$ cat src/rtl/serial_pair_deser32.sv
// Deserialises two LSB-first serial streams into 32-bit words and publishes
// each completed pair together with an unsigned less/equal/greater verdict.
module serial_pair_deser32 (
    input  logic        clk,
    input  logic        rst,
    input  logic        start,
    input  logic        en,
    input  logic        a,
    input  logic        b,
    output logic [31:0] A,
    output logic [31:0] B,
    output logic        l,
    output logic        e,
    output logic        g,
    output logic        done,
    output logic        busy,
    output logic [5:0]  count
);

    typedef enum logic [1:0] {
        ST_IDLE = 2'd0,
        ST_RECV = 2'd1,
        ST_DONE = 2'd2
    } state_t;

    state_t      state_q, state_d;
    logic [31:0] sa_q, sa_d;
    logic [31:0] sb_q, sb_d;
    logic [5:0]  count_q, count_d;
    logic [31:0] a_out_q, a_out_d;
    logic [31:0] b_out_q, b_out_d;
    logic        l_q, l_d;
    logic        e_q, e_d;
    logic        g_q, g_d;
    logic        busy_d;
    logic        done_d;

    always_ff @(posedge clk or posedge rst) begin
        if (rst) begin
            state_q <= ST_IDLE;
        end else begin
            state_q <= state_d;
        end
    end

    always_comb begin
        state_d = state_q;
        case (state_q)
            ST_IDLE: if (start) state_d = ST_RECV;
            ST_RECV: if (!start && en && (count_q == 6'd31)) state_d = ST_DONE;
            ST_DONE: state_d = start ? ST_RECV : ST_IDLE;
            default: state_d = ST_IDLE;
        endcase
    end

    always_comb begin
        busy_d = (state_q == ST_RECV);
        done_d = (state_q == ST_DONE);
    end

    // Start wins over a simultaneous bit: a restart discards the partial word.
    always_comb begin
        sa_d    = sa_q;
        sb_d    = sb_q;
        count_d = count_q;
        a_out_d = a_out_q;
        b_out_d = b_out_q;
        l_d     = l_q;
        e_d     = e_q;
        g_d     = g_q;
        if (start) begin
            sa_d    = '0;
            sb_d    = '0;
            count_d = '0;
        end else if ((state_q == ST_RECV) && en) begin
            sa_d    = {a, sa_q[31:1]};
            sb_d    = {b, sb_q[31:1]};
            count_d = count_q + 6'd1;
            if (count_q == 6'd31) begin
                count_d = '0;
                a_out_d = sa_d;
                b_out_d = sb_d;
                l_d     = (sa_d < sb_d);
                e_d     = (sa_d == sb_d);
                g_d     = (sa_d > sb_d);
            end
        end
    end

    always_ff @(posedge clk or posedge rst) begin
        if (rst) begin
            sa_q    <= '0;
            sb_q    <= '0;
            count_q <= '0;
            a_out_q <= '0;
            b_out_q <= '0;
            l_q     <= 1'b0;
            e_q     <= 1'b0;
            g_q     <= 1'b0;
        end else begin
            sa_q    <= sa_d;
            sb_q    <= sb_d;
            count_q <= count_d;
            a_out_q <= a_out_d;
            b_out_q <= b_out_d;
            l_q     <= l_d;
            e_q     <= e_d;
            g_q     <= g_d;
        end
    end

    assign A     = a_out_q;
    assign B     = b_out_q;
    assign l     = l_q;
    assign e     = e_q;
    assign g     = g_q;
    assign busy  = busy_d;
    assign done  = done_d;
    assign count = count_q;

endmodule

$ cat config.mk
export PLATFORM = sky130hd
export DESIGN_NAME = serial_pair_deser32
export DESIGN_NICKNAME = d
export VERILOG_FILES = /design/src/rtl/serial_pair_deser32.sv
export SDC_FILE = /design/constraint.sdc
export NUM_CORES = 1
export LEC_CHECK = 0
export CAP_MARGIN = 40
export CORE_MARGIN = 2
export CORE_UTILIZATION = 59
export DETAILED_ROUTE_END_ITERATION = 10
export GPL_ROUTABILITY_DRIVEN = 1
export HOLD_SLACK_MARGIN = 0.08
export PLACE_DENSITY = 0.85
export SLEW_MARGIN = 10
export SYNTH_ARGS = -nofsm -noshare
export SYNTH_HDL_FRONTEND = slang
export SYNTH_SLANG_ARGS = --single-unit
$ cat constraint.sdc
create_clock -name clk -period 11.5 [get_ports clk]
set_input_delay 1.725 -clock clk [delete_from_list [all_inputs] [get_ports clk]]
set_output_delay 1.725 -clock clk [all_outputs]
set_load 0.005 [all_outputs]
==> impl_results.md, run 1 <==
- Flop pwr share: 0.463
- DRC: 0
- Most frequent cells in the layout: nand2_1 (264), dfrtp_1 (137), clkdlybuf4s50_1 (79), a21oi_1 (77), o21ai_0 (38)
- Chip width: roughly 110 um
- CTS Hold Buffers Added: 0
- Critical path's top delay family: simple AND/OR/NAND/NOR gates
- WP buf/inv: 2
- Share of cells above drive strength 1: 0.0539
- Post-DP HPWL: approximately 8600 um
- Via density: 5.52
- Area of the multi-input gates: approximately 2400 um2
- Util after Layout: 0.748
- Vias in the first global route: approximately 5,000
- Crit path depth: 7
- Reg-to-reg startpoint: state_q[1]
- Remaining Overflow, GRT: 0
- Max Fclk: roughly 0.22 GHz
- Power Dens Cells: about 140 nW/um2
- Peak supply drop: 0.000113 V
- Tcrit/Tclk final: 0.389
- # clock sinks: between 100 and 150
- Top_reg_cell synth: dfrtp_1
- Slowest stage delay, CP: about 0.88 ns
- Synthesized net count: 718
- Worst Setup SP: en
- Worst-path cell chain: clkdlybuf4s50_1 > nand3b_4 > or4_2 > buf_4 > a2111o_1 > o21ai_0 > nand2_1
- Post-synthesis cell count: ~680
- Initial Util: 0.599
- WP data required: ~12 ns
- Pwr Total: between 1000 and 1500 uW
- Crit path launch type: primary input
- Final setup fails: 0
- CP max FO: 99
- Final TNS setup: 0 ns
- Psw: roughly 230 uW
- Hold Crit Class: register to register
- Routed len/inst: roughly 15 um
- Asr flop ratio synth: 1.00
- Root Driver: clkbuf_8
- Normalized max-slew margin: 0.430
- Post-CTS Resized: 0
- Reg2reg setup slack: 8.29 ns
- Number of buffers created by CTS: 17
- Net count, final: around 790
- RSZ-0062 raised after global routing: no
- Register area: between 3000 and 4000 um2
- Ant. Diodes: 0
- Post-synth EDFFs: 0
- First-pass GRT wire length: about 24,000 um
- Number of DRC markers in iteration 0: around 330
- WP data arrival: between 4 and 5 ns
- Setup Fix Bufs, Post-CTS: 0
- Actual slew at the worst max-slew pin: 0.856 ns
- Fill count: 691
- Slowest-stage cell, CP: or4_2
- Fin crit period: roughly 4.5 ns
- CTS clock-pin slew for the worst setup and hold paths: approximately 0.06 ns
- Row Count: 37
- Worst hold margin: 0.477 ns
- Area Overhead vs Synth: 24.9%
- First-pass DRT Iterations: 6
- Fin. max-slew vios: 0
- Core area: 10,100 um2
- Pre-CTS WS: between 6 and 7 ns
- Syn Std Cell Area: between 6000 and 7000 um2
- Port Buf Inserts: 80
- Initial antenna violation count: 0
- Clk_skew: approximately 0.0057 ns
- Comb pwr share: 0.033
- H-tree depth: 4
- Cell-internal power: between 800 and 900 uW
- Hold Crit Start: B[24]
- CTS Buffer Depth: 2
- Syn Area/Cell: roughly 8.9 um2
- Total GRT Usage: 0.270
- WL final: 13,800 um
- CP Class: primary input to register
- Worst skew pair latency: between 0.5 and 0.6 ns
- Worst setup margin: 7.03 ns
- Final hold vios: 0
- Status: finished, final reports clean
- Clock Power Share: 0.504
- Routability cong.: approximately 0.79
- Seq cells post-synth: around 140
- R2r worst-path depth: 6
- Worst r2r dst: g
- Pin count of the biggest net entering global routing: 100
- Die height: 105 um
- TritonCTS clock tree: built
- Sw frac: 0.219
- Total die area: approximately 11,000 um2
- Most common cell after layout, fill and taps aside: nand2_1
- Setup crit end: g
- Vias: about 5,000
- Number of I/O pins: 81
- Max Cap Violations: 0
- Number of antenna-violating nets in the routed design: 0
- Leak Pwr: 0.00343 uW
- Register area share after synthesis: 0.565
- Netlist cell types: 37
- Worst setup EP type: register
- Synth Warn #: 0
## layer usage
layer	wire, um	GRT usage	vias up	part of all wire
li1	-	-	2352	-
met1	5770	0.348	2385	0.42
met2	7010	0.448	178	0.51
met3	763	0.0612	38	0.055
met4	294	0.103	0	0.021
met5	0	0	-	0
## state kept, by name, indices dropped and copies added, names as in the netlist
signal / cells
sa_q: 31
B: 32
count: 6
l: 1
A: 32
state_q: 2
e: 1
sb_q: 31
g: 1
## how the worst min path moves through the flow
| stage | slack [ns] | cells past startpoint | endpoint |
|---|---|---|---|
| 3_5_place_dp | 0.46 | 2 | B[0] |
| 4_1_cts | 0.48 | 2 | A[5] |
| 2_1_floorplan | 0.46 | 1 | state_q[0] |
| 6_report | 0.48 | 2 | B[24] |
| 5_1_grt | 0.50 | 2 | A[23] |
| 3_3_place_gp | 0.46 | 2 | A[5] |
## metrics by stage
| stage | instance area (um2) | std cells |
|---|---|---|
| 2_1_floorplan | 6070 | 679 |
| 3_3_place_gp | 6920 | 862 |
| 3_5_place_dp | 6970 | 864 |
| 4_1_cts | 7550 | 896 |
| 5_1_grt | 7580 | 897 |
| 6_report | 7580 | 897 |
## cell usage after synthesis, types with 2 or more instances
| cell | number | share of area |
|---|---|---|
| nor2b_1 | 3 | 0.0031 |
| or4_1 | 2 | 0.0025 |
| buf_2 | 4 | 0.0033 |
| nand2_1 | 264 | 0.16 |
| nor4_1 | 2 | 0.0021 |
| nand4_1 | 10 | 0.010 |
| nor2_1 | 10 | 0.0062 |
| nor3_1 | 3 | 0.0025 |
| dfrtp_1 | 137 | 0.56 |
| inv_1 | 35 | 0.022 |
| ha_1 | 33 | 0.068 |
| o21ai_0 | 38 | 0.031 |
| xor2_1 | 2 | 0.0029 |
| a211oi_1 | 2 | 0.0025 |
| clkbuf_1 | 30 | 0.019 |
| buf_1 | 2 | 0.0012 |
| a21oi_1 | 77 | 0.063 |
| nand3_1 | 4 | 0.0033 |
| and2_1 | 2 | 0.0021 |
| a31oi_1 | 2 | 0.0021 |
## power groups by stage
| stage | combinational, uW | clock (uW) | sequential [uW] |
|---|---|---|---|
| 6_report | 34.5 | 528 | 485 |
| 5_1_grt | 39.2 | 559 | 485 |
| 4_1_cts | 33.9 | 530 | 485 |
| 3_5_place_dp | 33.6 | 0 | 494 |
| 3_3_place_gp | 31.7 | 0 | 493 |
| 2_1_floorplan | 23.4 | 0 | 493 |
## cell type report
class	count	share of cell area
well taps	136	0.0224
repair buffers	86	0.118
multi-input cells	470	0.312
inverters	36	0.0182
clock buffers	22	0.0611
flip-flops and latches	137	0.452
clock inverters	10	0.0157
## cells by family (layout without fill, tap and decap cells)
| kind of cell | after synthesis | count (layout) | share of synthesized area |
|---|---|---|---|
| compound gates | 132 | 132 | 0.118 |
| xor+xnor | 2 | 2 | 0.00289 |
| fa+ha+maj | 33 | 33 | 0.0680 |
| buf+inv | 72 | 154 | 0.0454 |
| flops | 137 | 137 | 0.565 |
| mux | 1 | 1 | 0.00165 |
| simple gates | 302 | 302 | 0.200 |
## worst register-to-register path, stage by stage, from the launching register on
cell and delay, ns:
dfrtp_1 0.40, nand3b_4 0.66, or4_2 0.89, buf_4 0.38, a2111o_1 0.53, o21ai_0 0.16, nand2_1 0.06
Power figures use the tool's default switching activity.
==> run 2, diff against run 1 <==
--- a/config.mk
+++ b/config.mk
@@ -7,11 +7,11 @@
 export LEC_CHECK = 0
 export CAP_MARGIN = 40
 export CORE_MARGIN = 2
-export CORE_UTILIZATION = 59
+export CORE_UTILIZATION = 50
 export DETAILED_ROUTE_END_ITERATION = 10
 export GPL_ROUTABILITY_DRIVEN = 1
 export HOLD_SLACK_MARGIN = 0.08
-export PLACE_DENSITY = 0.85
+export PLACE_DENSITY = 0.76
 export SLEW_MARGIN = 10
 export SYNTH_ARGS = -nofsm -noshare
 export SYNTH_HDL_FRONTEND = slang
==> constraint.sdc (replaced) <==
create_clock -name clk -period 3.6 [get_ports clk]
set_input_delay 0.54 -clock clk [delete_from_list [all_inputs] [get_ports clk]]
set_output_delay 0.54 -clock clk [all_outputs]
set_load 0.005 [all_outputs]
==> run 2 against run 1 <==
Compared with the run above: cell area up 0.26%; wire length down 3.3%; sequential power rose to 3.2 times the previous value; first-iteration DRC count up 18%; clock skew up 0.0075 ns; utilization down 11 points; cell count up 1.2%.
==> impl_results.md, run 2 (synthesis gave the netlist of run 1 again) <==
- Status: finished, final reports clean (unchanged)
- Max Cap Violations: 0 (unchanged)
- # clock sinks: 137 (unchanged)
- Tcrit/Tclk final: 0.691
- DRC: 0 (unchanged)
- Pin count of the biggest net entering global routing: 138 (was 100)
- Routed len/inst: 14.7 um (was 15.4 um)
- Flop pwr share: 0.449 (was 0.463)
- Number of antenna-violating nets in the routed design: 0 (unchanged)
- WP buf/inv: 1 (was 2)
- Register area: 3430 um2 (unchanged)
- Slowest stage delay, CP: 0.64 ns (was 0.88 ns)
- Initial Util: 0.510 (was 0.599)
- Core area: 11,900 um2 (was 10,100 um2)
- Worst r2r dst: g (unchanged)
- Area post-placement: 6990 um2 (was 6970 um2)
- Most frequent cells in the layout: nand2_1 (264), dfrtp_1 (137), clkdlybuf4s50_1 (79), a21oi_1 (77), o21ai_0 (38) (unchanged)
- Worst-path cell chain: ha_1 > nand4_1 > or4_2 > buf_4 > a2111o_1 > o21ai_0 > nand2_1 (was clkdlybuf4s50_1 > nand3b_4 > or4_2 > buf_4 > a2111o_1 > o21ai_0 > nand2_1)
- Port Buf Inserts: 80 (unchanged)
- Worst setup EP type: register (unchanged)
- Die height: 114 um (was 105 um)
- Worst skew pair latency: 0.43 ns (was 0.53 ns)
- Chip width: 114 um (was 105 um)
- Via density: 5.32 (was 5.52)
- Actual slew at the worst max-slew pin: 0.750 ns (was 0.856 ns)
- Finished Cell Area: 7600 um2 (was 7580 um2)
- Crit path launch type: register (was primary input)
- Routability cong.: 0.775 (was 0.787)
- Initial antenna violation count: 0 (unchanged)
- WP data required: 3.90 ns (was 11.91 ns)
- CP Class: register to register (was primary input to register)
- Post-DP HPWL: 8730 um (was 8620 um)
- Worst setup margin: 1.11 ns (was 7.03 ns)
- Hold Crit Class: register to register (unchanged)
- Normalized max-slew margin: 0.500 (was 0.430)
- Pre-CTS WS: 0.767 ns (was 6.52 ns)
- Fill count: 978 (was 691)
- CTS Buffer Depth: 2 (unchanged)
- Final TNS setup: 0 ns (unchanged)
- Share of cells above drive strength 1: 0.0565 (was 0.0539)
- RSZ-0062 raised after global routing: no (unchanged)
- Clk_skew: 0.0132 ns (was 0.00573 ns)
- R2r worst-path depth: 7 (was 6)
- Layout Cells excl Fill: 908 (was 897)
- Root Driver: clkbuf_16 (was clkbuf_8)
- TritonCTS clock tree: built (unchanged)
- Vias in the first global route: 4,790 (was 5,131)
- Ant. Diodes: 0 (unchanged)
- Number of DRC markers in iteration 0: 385 (was 326)
- Sw frac: 0.212 (was 0.219)
- Fin. max-slew vios: 0 (unchanged)
- Placed cells: 877 (was 864)
- Final setup fails: 0 (unchanged)
- Number of buffers created by CTS: 17 (unchanged)
- Total GRT Usage: 0.219 (was 0.270)
- Peak supply drop: 0.000433 V (was 0.000113 V)
- Max Fclk: 0.402 GHz
- Total die area: 13,000 um2 (was 11,100 um2)
- Setup Fix Bufs, Post-CTS: 0 (unchanged)
- Number of I/O pins: 81 (unchanged)
- WP data arrival: 2.79 ns (was 4.88 ns)
- Reg2reg setup slack: 1.11 ns (was 8.29 ns)
- Row Count: 40 (was 37)
- Util after Layout: 0.638 (was 0.748)
- Worst-case hold path end point: A[18] (was B[24])
- Net count, final: 788 (was 787)
- Clock Power Share: 0.519 (was 0.504)
- Area Overhead vs Synth: 25.2% (was 24.9%)
- First-pass DRT Iterations: 5 (was 6)
- First-pass GRT wire length: 22,500 um (was 23,900 um)
- Power Dens Cells: 454 nW/um2 (was 138 nW/um2)
- Cell-internal power: 2720 uW (was 818 uW)
- Reg-to-reg startpoint: count[0] (was state_q[1])
- Remaining Overflow, GRT: 0 (unchanged)
- H-tree depth: 4 (unchanged)
- CTS Hold Buffers Added: 0 (unchanged)
- Psw: 733 uW (was 230 uW)
- Critical path's top delay family: simple AND/OR/NAND/NOR gates (unchanged)
- Slowest-stage cell, CP: or4_2 (unchanged)
- Leak Pwr: 0.00344 uW (was 0.00343 uW)
- Final hold vios: 0 (unchanged)
- CTS clock-pin slew for the worst setup and hold paths: 0.06 ns (about the same)
- Post-CTS Resized: 0 (unchanged)
- Comb pwr share: 0.032 (was 0.033)
- Hold Crit Start: A[18] (was B[24])
- WL final: 13,400 um (was 13,800 um)
- Most common cell after layout, fill and taps aside: nand2_1 (unchanged)
- Vias: 4,828 (was 4,953)
- Area of the multi-input gates: 2370 um2 (unchanged)
- Fin crit period: around 2.5 ns
- CP max FO: 29 (was 99)
- Hold Path Depth: 2 (unchanged)
## run 2: cell types whose count changed in the layout (fill, tap and decap cells not counted), sizes merged
cell      previous run  this run
clkbuf              22        17
bufinv               2         4
clkinv               6         8
buf                  7         8
clkinvlp             3         4
inv                 35        34
## run 2: power by group through the flow
| stage | Clock [uW] | Sequential (uW) | Combinational, uW |
|---|---|---|---|
| 2_1_floorplan | 0 | 1580 | 75.0 |
| 6_report | 1790 | 1550 | 110 |
| 4_1_cts | 1820 | 1550 | 112 |
| 5_1_grt | 1880 | 1550 | 123 |
| 3_3_place_gp | 0 | 1580 | 108 |
| 3_5_place_dp | 0 | 1580 | 112 |
## run 2: area by class of cell
| cell class | instances | area share |
|---|---|---|
| Clock buffer | 17 | 0.0560 |
| Clock inverter | 14 | 0.0239 |
| Inverter | 36 | 0.0183 |
| Multi-Input combinational cell | 470 | 0.312 |
| Sequential cell | 137 | 0.451 |
| Tap cell | 147 | 0.0242 |
| Timing Repair Buffer | 87 | 0.115 |
## run 2: per-stage QoR
step	hold WS, ns	power [uW]
finish	0.471	3450
global route	0.495	3550
CTS	0.476	3480
detailed placement	0.462	1690
global placement	0.465	1680
floorplan	0.459	1650
## run 2: routing by layer
| layer | vias to the layer above | wire (um) | GRT usage | share of wire |
|---|---|---|---|---|
| met3 | 22 | 614 | 0.0545 | 0.046 |
| met5 | - | 0 | 0 | 0 |
| li1 | 2360 | - | - | - |
| met2 | 125 | 6400 | 0.350 | 0.48 |
| met1 | 2321 | 6140 | 0.290 | 0.46 |
| met4 | 0 | 231 | 0.0862 | 0.017 |
## run 2: tightest hold or removal path: cells and delay by family, from the launching register on
family / cells / cell delay, ns
AND/OR/NAND/NOR: 2 / 0.10
flip-flops: 1 / 0.34
## run 2: how the worst max path moves through the flow
stage          slack, ns    to  cells past startpoint  startpoint
6_report            1.11     g                      7    count[0]
3_3_place_gp        0.79     g                      7          en
3_5_place_dp        0.77     g                      7          en
2_1_floorplan       1.35  A[0]                      1         rst
4_1_cts             1.14     g                      7    count[0]
5_1_grt             0.95     l                      7    count[0]
